### src/rtl/dino_pkg.sv
// Shared definitions for the Dino runner game-level logic: state codes,
// BCD score geometry and default tuning values.
package dino_pkg;

    localparam logic [1:0] ST_IDLE = 2'd0;
    localparam logic [1:0] ST_RUN  = 2'd1;
    localparam logic [1:0] ST_OVER = 2'd2;

    typedef enum logic [1:0] {
        S_IDLE = ST_IDLE,
        S_RUN  = ST_RUN,
        S_OVER = ST_OVER
    } state_t;

    localparam int DIGIT_W            = 4;
    localparam int SCORE_W            = 16;
    localparam int SPEED_W            = 3;
    localparam int DEF_LOCKOUT_FRAMES = 30;
    localparam int DEF_MAX_SPEED      = 7;

endpackage

### src/rtl/bcd_counter4.sv
// Four-digit BCD up-counter with synchronous clear, saturating at 9999.
// o_hundred_carry is combinational and qualifies the increment that rolls the tens digit.
module bcd_counter4
    import dino_pkg::*;
(
    input  logic               clk,
    input  logic               rst,
    input  logic               clr,
    input  logic               inc,
    output logic [SCORE_W-1:0] o_count,
    output logic               o_hundred_carry
);

    logic [DIGIT_W-1:0] d0, d1, d2, d3;
    logic [DIGIT_W-1:0] n0, n1, n2, n3;
    logic               sat;

    assign d0  = o_count[3:0];
    assign d1  = o_count[7:4];
    assign d2  = o_count[11:8];
    assign d3  = o_count[15:12];
    assign sat = (o_count == 16'h9999);

    always_comb begin
        n0 = d0;
        n1 = d1;
        n2 = d2;
        n3 = d3;
        o_hundred_carry = 1'b0;
        if (inc && !sat) begin
            if (d0 != 4'd9) begin
                n0 = d0 + 4'd1;
            end else begin
                n0 = 4'd0;
                if (d1 != 4'd9) begin
                    n1 = d1 + 4'd1;
                end else begin
                    n1 = 4'd0;
                    o_hundred_carry = 1'b1;
                    if (d2 != 4'd9) begin
                        n2 = d2 + 4'd1;
                    end else begin
                        // Not saturated, so the thousands digit is below 9 here.
                        n2 = 4'd0;
                        n3 = d3 + 4'd1;
                    end
                end
            end
        end
    end

    always_ff @(posedge clk) begin
        if (rst || clr) begin
            o_count <= '0;
        end else begin
            o_count <= {n3, n2, n1, n0};
        end
    end

endmodule

### src/rtl/game_flow_ctrl.sv
// Dino runner game sequencer: IDLE -> RUN -> OVER flow, start pulse, BCD score,
// speed level and restart lockout. Optional best-score tracking under `HISCORE_EN.
module game_flow_ctrl
    import dino_pkg::*;
#(
    parameter int LOCKOUT_FRAMES = DEF_LOCKOUT_FRAMES,
    parameter int MAX_SPEED      = DEF_MAX_SPEED
) (
    input  logic               clk,
    input  logic               rst,
    input  logic               i_button,
    input  logic               i_game_tick_60hz,
    input  logic               i_game_tick_20hz,
    input  logic               i_collision,
    output logic [1:0]         o_state,
    output logic               o_game_start_pulse,
    output logic               o_freeze,
    output logic [SCORE_W-1:0] o_score,
    output logic [SPEED_W-1:0] o_speed,
    output logic [SCORE_W-1:0] o_hiscore
);

    localparam int LOCK_W = (LOCKOUT_FRAMES > 0) ? $clog2(LOCKOUT_FRAMES + 1) : 1;
    localparam logic [LOCK_W-1:0]  LOCK_LOAD = LOCK_W'(LOCKOUT_FRAMES);
    localparam logic [SPEED_W-1:0] SPEED_MAX = SPEED_W'(MAX_SPEED);

    logic              btn_sync_p0, btn_sync_p1, btn_edge_p2;
    logic              btn_rise;
    state_t            state, state_nxt;
    logic              start_nxt;
    logic              enter_over;
    logic              score_inc;
    logic              hundred_carry;
    logic [LOCK_W-1:0] lockout;

    // Button synchronizer and edge-detect stages
    always_ff @(posedge clk) begin
        if (rst) begin
            btn_sync_p0 <= 1'b0;
            btn_sync_p1 <= 1'b0;
            btn_edge_p2 <= 1'b0;
        end else begin
            btn_sync_p0 <= i_button;
            btn_sync_p1 <= btn_sync_p0;
            btn_edge_p2 <= btn_sync_p1;
        end
    end

    assign btn_rise = btn_sync_p1 & ~btn_edge_p2;

    always_comb begin
        state_nxt  = state;
        start_nxt  = 1'b0;
        enter_over = 1'b0;
        case (state)
            S_IDLE: begin
                if (btn_rise) begin
                    state_nxt = S_RUN;
                    start_nxt = 1'b1;
                end
            end
            S_RUN: begin
                // The previous game's sticky flag is still up during the start pulse.
                if (i_collision && !o_game_start_pulse) begin
                    state_nxt  = S_OVER;
                    enter_over = 1'b1;
                end
            end
            S_OVER: begin
                if (btn_rise && (lockout == '0)) begin
                    state_nxt = S_RUN;
                    start_nxt = 1'b1;
                end
            end
            default: state_nxt = S_IDLE;
        endcase
    end

    always_ff @(posedge clk) begin
        if (rst) begin
            state              <= S_IDLE;
            o_game_start_pulse <= 1'b0;
        end else begin
            state              <= state_nxt;
            o_game_start_pulse <= start_nxt;
        end
    end

    assign o_state  = state;
    assign o_freeze = (state != S_RUN);

    // Collision wins over a coincident tick, so the final score is not bumped.
    assign score_inc = (state == S_RUN) && i_game_tick_20hz && !enter_over;

    bcd_counter4 u_score (
        .clk             (clk),
        .rst             (rst),
        .clr             (start_nxt),
        .inc             (score_inc),
        .o_count         (o_score),
        .o_hundred_carry (hundred_carry)
    );

    always_ff @(posedge clk) begin
        if (rst) begin
            lockout <= '0;
        end else if (enter_over) begin
            lockout <= LOCK_LOAD;
        end else if ((state == S_OVER) && i_game_tick_60hz && (lockout != '0)) begin
            lockout <= lockout - LOCK_W'(1);
        end
    end

    always_ff @(posedge clk) begin
        if (rst || start_nxt) begin
            o_speed <= SPEED_W'(1);
        end else if (hundred_carry && (o_speed < SPEED_MAX)) begin
            o_speed <= o_speed + SPEED_W'(1);
        end
    end

`ifdef HISCORE_EN
    logic [SCORE_W-1:0] hiscore;

    // Packed BCD orders the same as the decimal value, so a plain compare suffices.
    always_ff @(posedge clk) begin
        if (rst) begin
            hiscore <= '0;
        end else if (enter_over && (o_score > hiscore)) begin
            hiscore <= o_score;
        end
    end

    assign o_hiscore = hiscore;
`else
    assign o_hiscore = '0;
`endif

endmodule
### config.mk
export PLATFORM = sky130hd
export DESIGN_NAME = game_flow_ctrl
export DESIGN_NICKNAME = d
export VERILOG_FILES = /design/src/rtl/dino_pkg.sv /design/src/rtl/bcd_counter4.sv /design/src/rtl/game_flow_ctrl.sv
export SDC_FILE = /design/constraint.sdc
export NUM_CORES = 1
export LEC_CHECK = 0
export CORE_MARGIN = 3
export CORE_UTILIZATION = 43
export DETAILED_ROUTE_END_ITERATION = 6
export PLACE_DENSITY = 0.75
export SETUP_SLACK_MARGIN = 0.02
export SLEW_MARGIN = 0
export SYNTH_ARGS = -nofsm -noshare
export SYNTH_HDL_FRONTEND = slang
export SYNTH_SLANG_ARGS = --single-unit
### constraint.sdc
create_clock -name clk -period 2.25 [get_ports clk]
set_input_delay 0.45 -clock clk [delete_from_list [all_inputs] [get_ports clk]]
set_output_delay 0.45 -clock clk [all_outputs]
set_load 0.05 [all_outputs]
Word level (Yosys, flattened, before mapping) --
Cells that the tools add are included.
Word-level totals: output and inout port bits 39, logic and storage cells 72, input bits 6, register bits after elaboration 30
Operators by class: equal/unequal tests 10, add/sub/neg operators 6, magnitude comparators 1, reduce and logical (&&, ||, !) cells 21, mux-type cells 17, bitwise operators 5
Operator list (count):
- $add A4 B1 Y4 const B | 4
- $eq A16 B16 Y1 const B | 1
- $mux W4 | 3
- $ne A4 B4 Y1 const B | 3
- $mux W5 | 2
- $logic_and A1 B1 Y1 | 8
- $mux W1 | 7
- $mux W2 | 3
- $ne A2 B2 Y1 const B | 3
- $pmux W2 S3 | 1
- $reduce_and A3 Y1 | 2
- $logic_not A5 Y1 | 1
- $reduce_bool A5 Y1 | 1
- $sub A5 B1 Y5 const B | 1
- $not A1 Y1 | 4
- $reduce_and A4 Y1 | 1
- $add A3 B1 Y3 const B | 1
- $logic_not A1 Y1 | 3
- $lt A3 B3 Y1 const B | 1
- $eq A2 B1 Y1 const B | 1
- $eq A2 B2 Y1 const B | 1
- $logic_not A2 Y1 | 1
- $ne A2 B1 Y1 const B | 1
- $pmux W1 S2 | 1
- 5 further kinds | 5

Depth between registers and ports, before layout --
Gate-level depths: netlist of the first run.
depth after elaboration 9, depth in mapped cells 7, gate-level depth less buffers 6

By module --
A second synthesis of the first run with hierarchy kept.
Second synthesis, totals: cell total of the unflattened synthesis 180, area total of the unflattened synthesis 1545.2 um^2
Modules (own cells, without submodules):
- bcd_counter4 | area an instance 814.5 um^2, cells each 96, times used 1, seq. area each 320.3 um^2
- game_flow_ctrl | area an instance 730.7 um^2, cells each 84, times used 1, seq. area each 280.3 um^2

Least setup slack after synthesis of the first run --
Ideal clock, no wire load.
path kind flip-flop to flip-flop, start register u_score.o_count[11], end register u_score.o_count[14], clock period less this slack 2010 ps, path buffers 1, path slack 240 ps, data required time 2184 ps, data arrival time 1944 ps, cell stages (with the launch flop) 6, library setup time 66 ps, cell sequence dfxtp_1 -> or3b_1 -> buf_2 -> nand2b_4 -> or4_4 -> a21oi_2
Between the ends: cells in the longest elaborated chain, start to end 4, elaborated cells between the ends (all ways) 6, those cells by class eq/ne (2); bitwise (1); reduce/logical (3)
RTL lines:
- start, declared | RTL line bcd_counter4.sv:10 | output logic [SCORE_W-1:0] o_count,
- start signal, assigned | RTL line bcd_counter4.sv:56 | o_count <= {n3, n2, n1, n0};
- $eq A16 B16 Y1 | RTL line bcd_counter4.sv:22 | assign sat = (o_count == 16'h9999);
- $logic_not A1 Y1 | RTL line bcd_counter4.sv:30 | if (inc && !sat) begin
- $logic_and A1 B1 Y1 | RTL line bcd_counter4.sv:30
- $reduce_and A4 Y1 (no line) (*)
Every way passes the cells marked *; elsewhere a longest branch is shown, timed or not. A chain may end at the register's enable or synchronous reset.

Worst setup path in the final report of the first run --
start register state[1], in the netlist o_state[1], end output o_freeze
Between the ends: cells in the longest elaborated chain, start to end 1
RTL lines:
- start, declared | RTL line game_flow_ctrl.sv:29 | state_t state, state_nxt;
- start signal, assigned | RTL line game_flow_ctrl.sv:84 | state <= state_nxt;
- $ne A2 B1 Y1 | RTL line game_flow_ctrl.sv:90 | assign o_freeze = (state != S_RUN);
- end, declared | RTL line game_flow_ctrl.sv:17 | output logic o_freeze,
Every way passes these cells.

==> results of run 1 <==
==> area by class of cell <==
class	instances	area, sq um
Inverter	9	33.8
Fill cell	311	1450
Clock buffer	6	82.6
Sequential cell	30	601
Timing Repair Buffer	34	325
Tap cell	46	57.6
Multi-Input combinational cell	146	913
Clock inverter	1	30.0
==> sequential cells by signal (all words and copies together), names as in the netlist <==
| register | count |
|---|---|
| btn_sync_p1 | 1 |
| btn_sync_p0 | 1 |
| o_state | 2 |
| lockout | 5 |
| o_game_start_pulse | 1 |
| btn_edge_p2 | 1 |
| o_speed | 3 |
| u_score.o_count | 16 |
==> cell families (layout without fill, tap and decap cells) <==
group           count (synthesis)  in the layout
mux                             1              1
fa+ha+maj                       4              4
simple gates                   75             75
buf+inv                        32             50
compound gates                 44             44
other cells                     1             16
xor+xnor                        6              6
flops                          30             30
==> placed cells by master, fill, tap and decap left out, types with 5 or more instances in the layout <==
cell             synthesis  routed
clkdlybuf4s50_1          0      28
nand2_1                 10      10
a21oi_1                 18      18
conb_1                   1      16
nor2b_1                  8       8
nor3_1                   6       6
inv_1                    9       9
dfxtp_1                 30      30
buf_4                   17       6
nor2_1                   8       8
nand3_1                  8       8
clkbuf_8                 0       6
nand2b_1                 5       5
o21ai_0                 10      10
==> power groups by stage <==
stage | Sequential, mW | Combinational [mW] | Clock (mW)
floorplan | 0.560 | 0.114 | 0
global placement | 0.553 | 0.123 | 0
detailed placement | 0.553 | 0.124 | 0
CTS | 0.542 | 0.124 | 0.556
global route | 0.542 | 0.131 | 0.577
finish | 0.542 | 0.124 | 0.550
==> metrics by stage <==
step	utilization (%)	setup WS (ps)	std cells	area (sq um)	hold WS (ps)
after global placement	55.2	108	265	1930	417
after detailed placement	55.2	83.8	265	1930	424
after CTS	58.5	108	272	2040	438
final	58.5	116	272	2040	433
after global routing	58.5	20.0	272	2040	463
after floorplan	-	240	208	1700	414
==> per-layer routing <==
metal,up-vias,GRT usage [%]
met5,-,0
met4,0,4.47
met3,5,5.91
met2,42,27.5
li1,722,-
met1,649,18.0
==> worst max-delay path by stage <==
stage	startpoint	end	depth (start not counted)
4_1_cts	o_state[1]$_SDFFE_PP0P_	o_freeze	3
3_5_place_dp	i_game_tick_20hz	u_score.o_count[15]$_SDFFE_PP0P_	5
5_1_grt	o_state[1]$_SDFFE_PP0P_	o_freeze	3
2_1_floorplan	u_score.o_count[11]$_SDFFE_PP0P_	u_score.o_count[14]$_SDFFE_PP0P_	5
6_report	o_state[1]$_SDFFE_PP0P_	o_freeze	3
3_3_place_gp	i_game_tick_20hz	u_score.o_count[15]$_SDFFE_PP0P_	5
==> critical path, stage by stage (launching register included) <==
cell and delay, ps:
dfxtp_1 430, nor2b_1 110, inv_1 60, clkdlybuf4s50_1 790
==> impl_metrics.ini, run 1 <==
[global_route]
grt_pass1_vias = 1276
grt_pass1_wl_mm = 5.53
antenna_found_initial = 0
grt-ovfl-total = 0
grt_start_max_net_pins = 17
grt_use_total_pct = 15.8

[drt]
vias = 1418
wl_met3_um = 220
wl_met1_mm = 1.55
wl_mm = 3.45
top_layer = met4
viasPerCell = 5.21
dr_wl_met2_mm = 1.63
drtAntennaViolNets = 0
route.detailed.drc = 0
drt_iter0_markers = 69
first_pass_iters = 4
routedWlPerCell_um = 12.7

[synthesis]
synth.most_common_cell = dfxtp_1
synth_edf_count = 0
synthTopCellsByCount = dfxtp_1 (30), a21oi_1 (18), buf_4 (17)
yosys.area.top_type_share_pct = 36.5
ys_types = 52
synth_compound_area_share_pct = 15.6
syn_area_sq_um = 1640
netlist_top_cells_area = dfxtp_1 (37%), buf_4 (7.8%), a21oi_1 (5.5%)
yosysTopAreaCell = dfxtp_1
muxShareOfSynthArea_pct = 0.609
syn_inst = 193
synth_area_per_cell_sq_um = 8.52
synthAdderAreaFrac_pct = 3.04
synthArstFlopShare_pct = 0
synth-simple-area-share_pct = 29.5
ys_seq_area_share_pct = 36.5
synth-warning-count = 0
ys.flop_type = dfxtp_1
synth_top_family_by_area = simple AND/OR/NAND/NOR gates
synth_seq_cells = 30
synth_xor_area_share_pct = 3.20

[critical_path]
r2r-end = u_score.o_count[0]$_SDFFE_PP0N_
r2r_start = lockout[0]$_SDFFE_PP0P_
arrival_ps = 1680
required_ps = 1800
r2r_setup_slack_ps = 240
critPathMaxFanout = 7
end_kind = output pin
r2r.worst_path.cells = 6
start_kind = flip-flop
worstSetupPathType = flip-flop to output pin

[power]
power_density_nw_per_um2 = 595
seq_power_share_pct = 44.6
peakVddDrop_uv = 394
comb_power_share_pct = 10.2
p_clk_share_pct = 45.3
power.switching_mw = 0.297
leakage_nw = 0.740
finalPower_mw = 1.22
switching_share_pct = 24.4
intPower_mw = 0.919

[worst_hold_path]
hp-start = btn_sync_p0$_SDFF_PP0_
min_path_type = flip-flop to flip-flop
hold_depth = 1
min_to = btn_sync_p1$_SDFF_PP0_

[floorplanning]
placementRows = 21
start_util_pct = 47.0
coreArea_sq_um = 3490
dieArea_sq_um = 4600
ioPinCount = 45
die_y_um = 67.8
die_x_um = 67.8

[clocking]
clock_latency_ps = 280
ctsResizeCount = 0
cts_buffer_depth = 2
root_buffer = clkbuf_8
hold_buffers = 0
post_cts_buffers = 0
cts_made_buffers = 5
clk_pin_slew_worst_paths_ps = 70
cts_tree = built
htree_levels = 2
cts_sinks = 30

[timing]
finalCritPeriodShare_pct = 94.9
setup_tns_ps = 0
worst_slew_pin_slew_ps = 504
setup_viol = 0
fin_crit_ps = 2130
max_freq_mhz = 469
finClkSkew_ps = 8.30
rsz0062_at_grt = no
max_slew_margin_pct = 66.3
hold_viol = 0
slew_viol_final = 0

[outcome]
status = finished clean

[finish]
num-nets-final = 236
num_antenna_cells = 0
drive_gt1_share_pct = 9.29
area_delta_synth_final_pct = 24.3

[run]
cap_viol_max_count = 0

[placed_design]
gp_congestion = 0.856
place_hpwl_mm = 2.40
port_buffers = 28
Note: power is estimated with default switching activity, not from simulation.
==> run 2: changes to the inputs <==
Settings changed: ABC_AREA set to 1, PLACE_DENSITY 0.75 to 0.74.
==> run 2 against run 1 <==
Net effect: sequential share of layout area decreased by 0.21 points; clock power decreased by 20%; synthesized cell count increased by 24%; largest power group is now sequential cells.
==> impl_metrics.ini, run 2 <==
[finish]
top_regs = u_score.o_count x16, lockout x5, o_speed x3
drive_gt1_share_pct = 12.1
largest_register = u_score.o_count
num_antenna_cells = 0
area_delta_synth_final_pct = 21.2
largest_reg_flops = 16
layout_common_cells = nand2_1 (48), dfxtp_1 (30), nor2_1 (29), inv_1 (28), clkdlybuf4s50_1 (28)
layout_commonest_cell = nand2_1
num-nets-final = 282
instances_no_fill = 321

[critical_path]
critPathMaxStageDelay_ps = 800
slowest_stage = clkdlybuf4s50_1
end_kind = output pin
critPathMaxFanout = 4
worstSetupPathType = flip-flop to output pin
required_ps = 1800
arrival_ps = 1610
path_cells = nor2_2, inv_1, clkdlybuf4s50_1
start_kind = flip-flop

[global_route]
grt_use_total_pct = 15.0
grt_start_max_net_pins = 12
antenna_found_initial = 0
grt-ovfl-total = 0
grt_pass1_vias = 1301
grt_pass1_wl_mm = 5.38

[placed_design]
place_hpwl_mm = 2.37
port_buffers = 28
place_inst = 313
gp_congestion = 0.810

[timing]
hold_viol = 0
setup_tns_ps = 0
setup_viol = 0
slew_viol_final = 0
worst_slew_pin_slew_ps = 505
max_slew_margin_pct = 66.2
rsz0062_at_grt = no
finClkSkew_ps = 5.52
finalCritPeriodShare_pct = 91.6
max_freq_mhz = 485
fin_crit_ps = 2060

[synthesis]
synth_area_per_cell_sq_um = 7.10
yosys.area.top_type_share_pct = 35.4
ys.flop_type = dfxtp_1
synthArstFlopShare_pct = 0
ys_seq_area_share_pct = 35.4
syn_area_sq_um = 1700
synth_seq_cells = 30
ys_types = 32
synth_edf_count = 0
yosysTopAreaCell = dfxtp_1
netlist_top_cells_area = dfxtp_1 (35%), nand2_1 (11%), buf_4 (7.1%)
syn_inst = 239
synth.most_common_cell = nand2_1
synthTopCellsByCount = nand2_1 (48), dfxtp_1 (30), nor2_1 (29)
synth-warning-count = 0

[power]
power_density_nw_per_um2 = 539
peakVddDrop_uv = 314
leakage_nw = 0.881

[drt]
route.detailed.drc = 0
routedWlPerCell_um = 9.62
vias = 1446
first_pass_iters = 6
drtAntennaViolNets = 0
wl_mm = 3.09
drt_iter0_markers = 105
viasPerCell = 4.50

[clocking]
clock_latency_ps = 280
cts_made_buffers = 5
cts_tree = built
hold_buffers = 0
ctsResizeCount = 0
cts_sinks = 30
post_cts_buffers = 0
root_buffer = clkbuf_8
htree_levels = 2
cts_buffer_depth = 2
clk_pin_slew_worst_paths_ps = 60

[run]
cap_viol_max_count = 0

[floorplanning]
die_y_um = 68.8
placementRows = 22
start_util_pct = 45.4
dieArea_sq_um = 4740
die_x_um = 68.8
coreArea_sq_um = 3740
ioPinCount = 45

[worst_hold_path]
min_path_type = flip-flop to flip-flop

[outcome]
status = finished clean
run 2: cell count changes after synthesis, sizes merged, moves of 5 or more:
| cell | change |
|---|---|
| nor2 | +27 |
| nand2b | -6 |
| nor3 | -5 |
| inv | +28 |
| nand2 | +42 |
| nor2b | -8 |
run 2: logic make-up after synthesis:
group           synth area share [%]
fa+ha+maj                       2.95
flops                           35.4
buf+inv                         16.4
other cells                    0.221
simple gates                    29.9
compound gates                  11.5
xor+xnor                        3.61
run 2: per-layer routing:
layer | track usage (%) | wire length, um | vias to the layer above
li1 | - | - | 783
met5 | 0 | 0 | -
met4 | 5.11 | 28 | 0
met1 | 18.9 | 1460 | 625
met2 | 24.3 | 1440 | 36
met3 | 4.38 | 155 | 2
run 2: per-stage QoR:
step / hold slack [ps] / power, mW / cell area [sq um] / util (%) / setup slack [ps]
detailed placement: 403 / 0.679 / 1970 / 52.5 / 440
global placement: 400 / 0.678 / 1970 / 52.5 / 469
floorplan: 388 / 0.679 / 1750 / - / 518
global route: 452 / 1.15 / 2060 / 55.0 / 115
finish: 410 / 1.11 / 2060 / 55.0 / 188
CTS: 413 / 1.12 / 2060 / 55.0 / 177
run 2: worst paths after layout:
path,startpoint,to,slack [ps],cells after the start
max,o_state[1]$_SDFFE_PP0P_,o_freeze,190,3
min,btn_sync_p0$_SDFF_PP0_,btn_sync_p1$_SDFF_PP0_,410,2
max reg2reg,lockout[0]$_SDFFE_PP0P_,u_score.o_count[6]$_SDFFE_PP0P_,610,9
min reg2reg,btn_sync_p0$_SDFF_PP0_,btn_sync_p1$_SDFF_PP0_,410,2
run 2: critical path, delay by kind of cell, from the launching register on:
kind / cells / cell delay (ps)
flops: 1 / 390
simple gates: 1 / 70
buf+inv: 2 / 870
run 2: report_power, final:
group / switching [mW] / internal [mW] / leakage (nW)
Clock: 0.196 / 0.246 / 0.0482
Combinational: 0.101 / 0.0251 / 0.591
Sequential: 0.00380 / 0.538 / 0.242
Total: 0.301 / 0.809 / 0.881
run 2: final cells by class:
type	instances	area, sq um
Clock buffer	7	86.3
Clock inverter	1	5.00
Fill cell	381	1690
Inverter	38	144
Multi-Input combinational cell	168	875
Sequential cell	30	601
Tap cell	48	60.1
Timing Repair Buffer	29	288
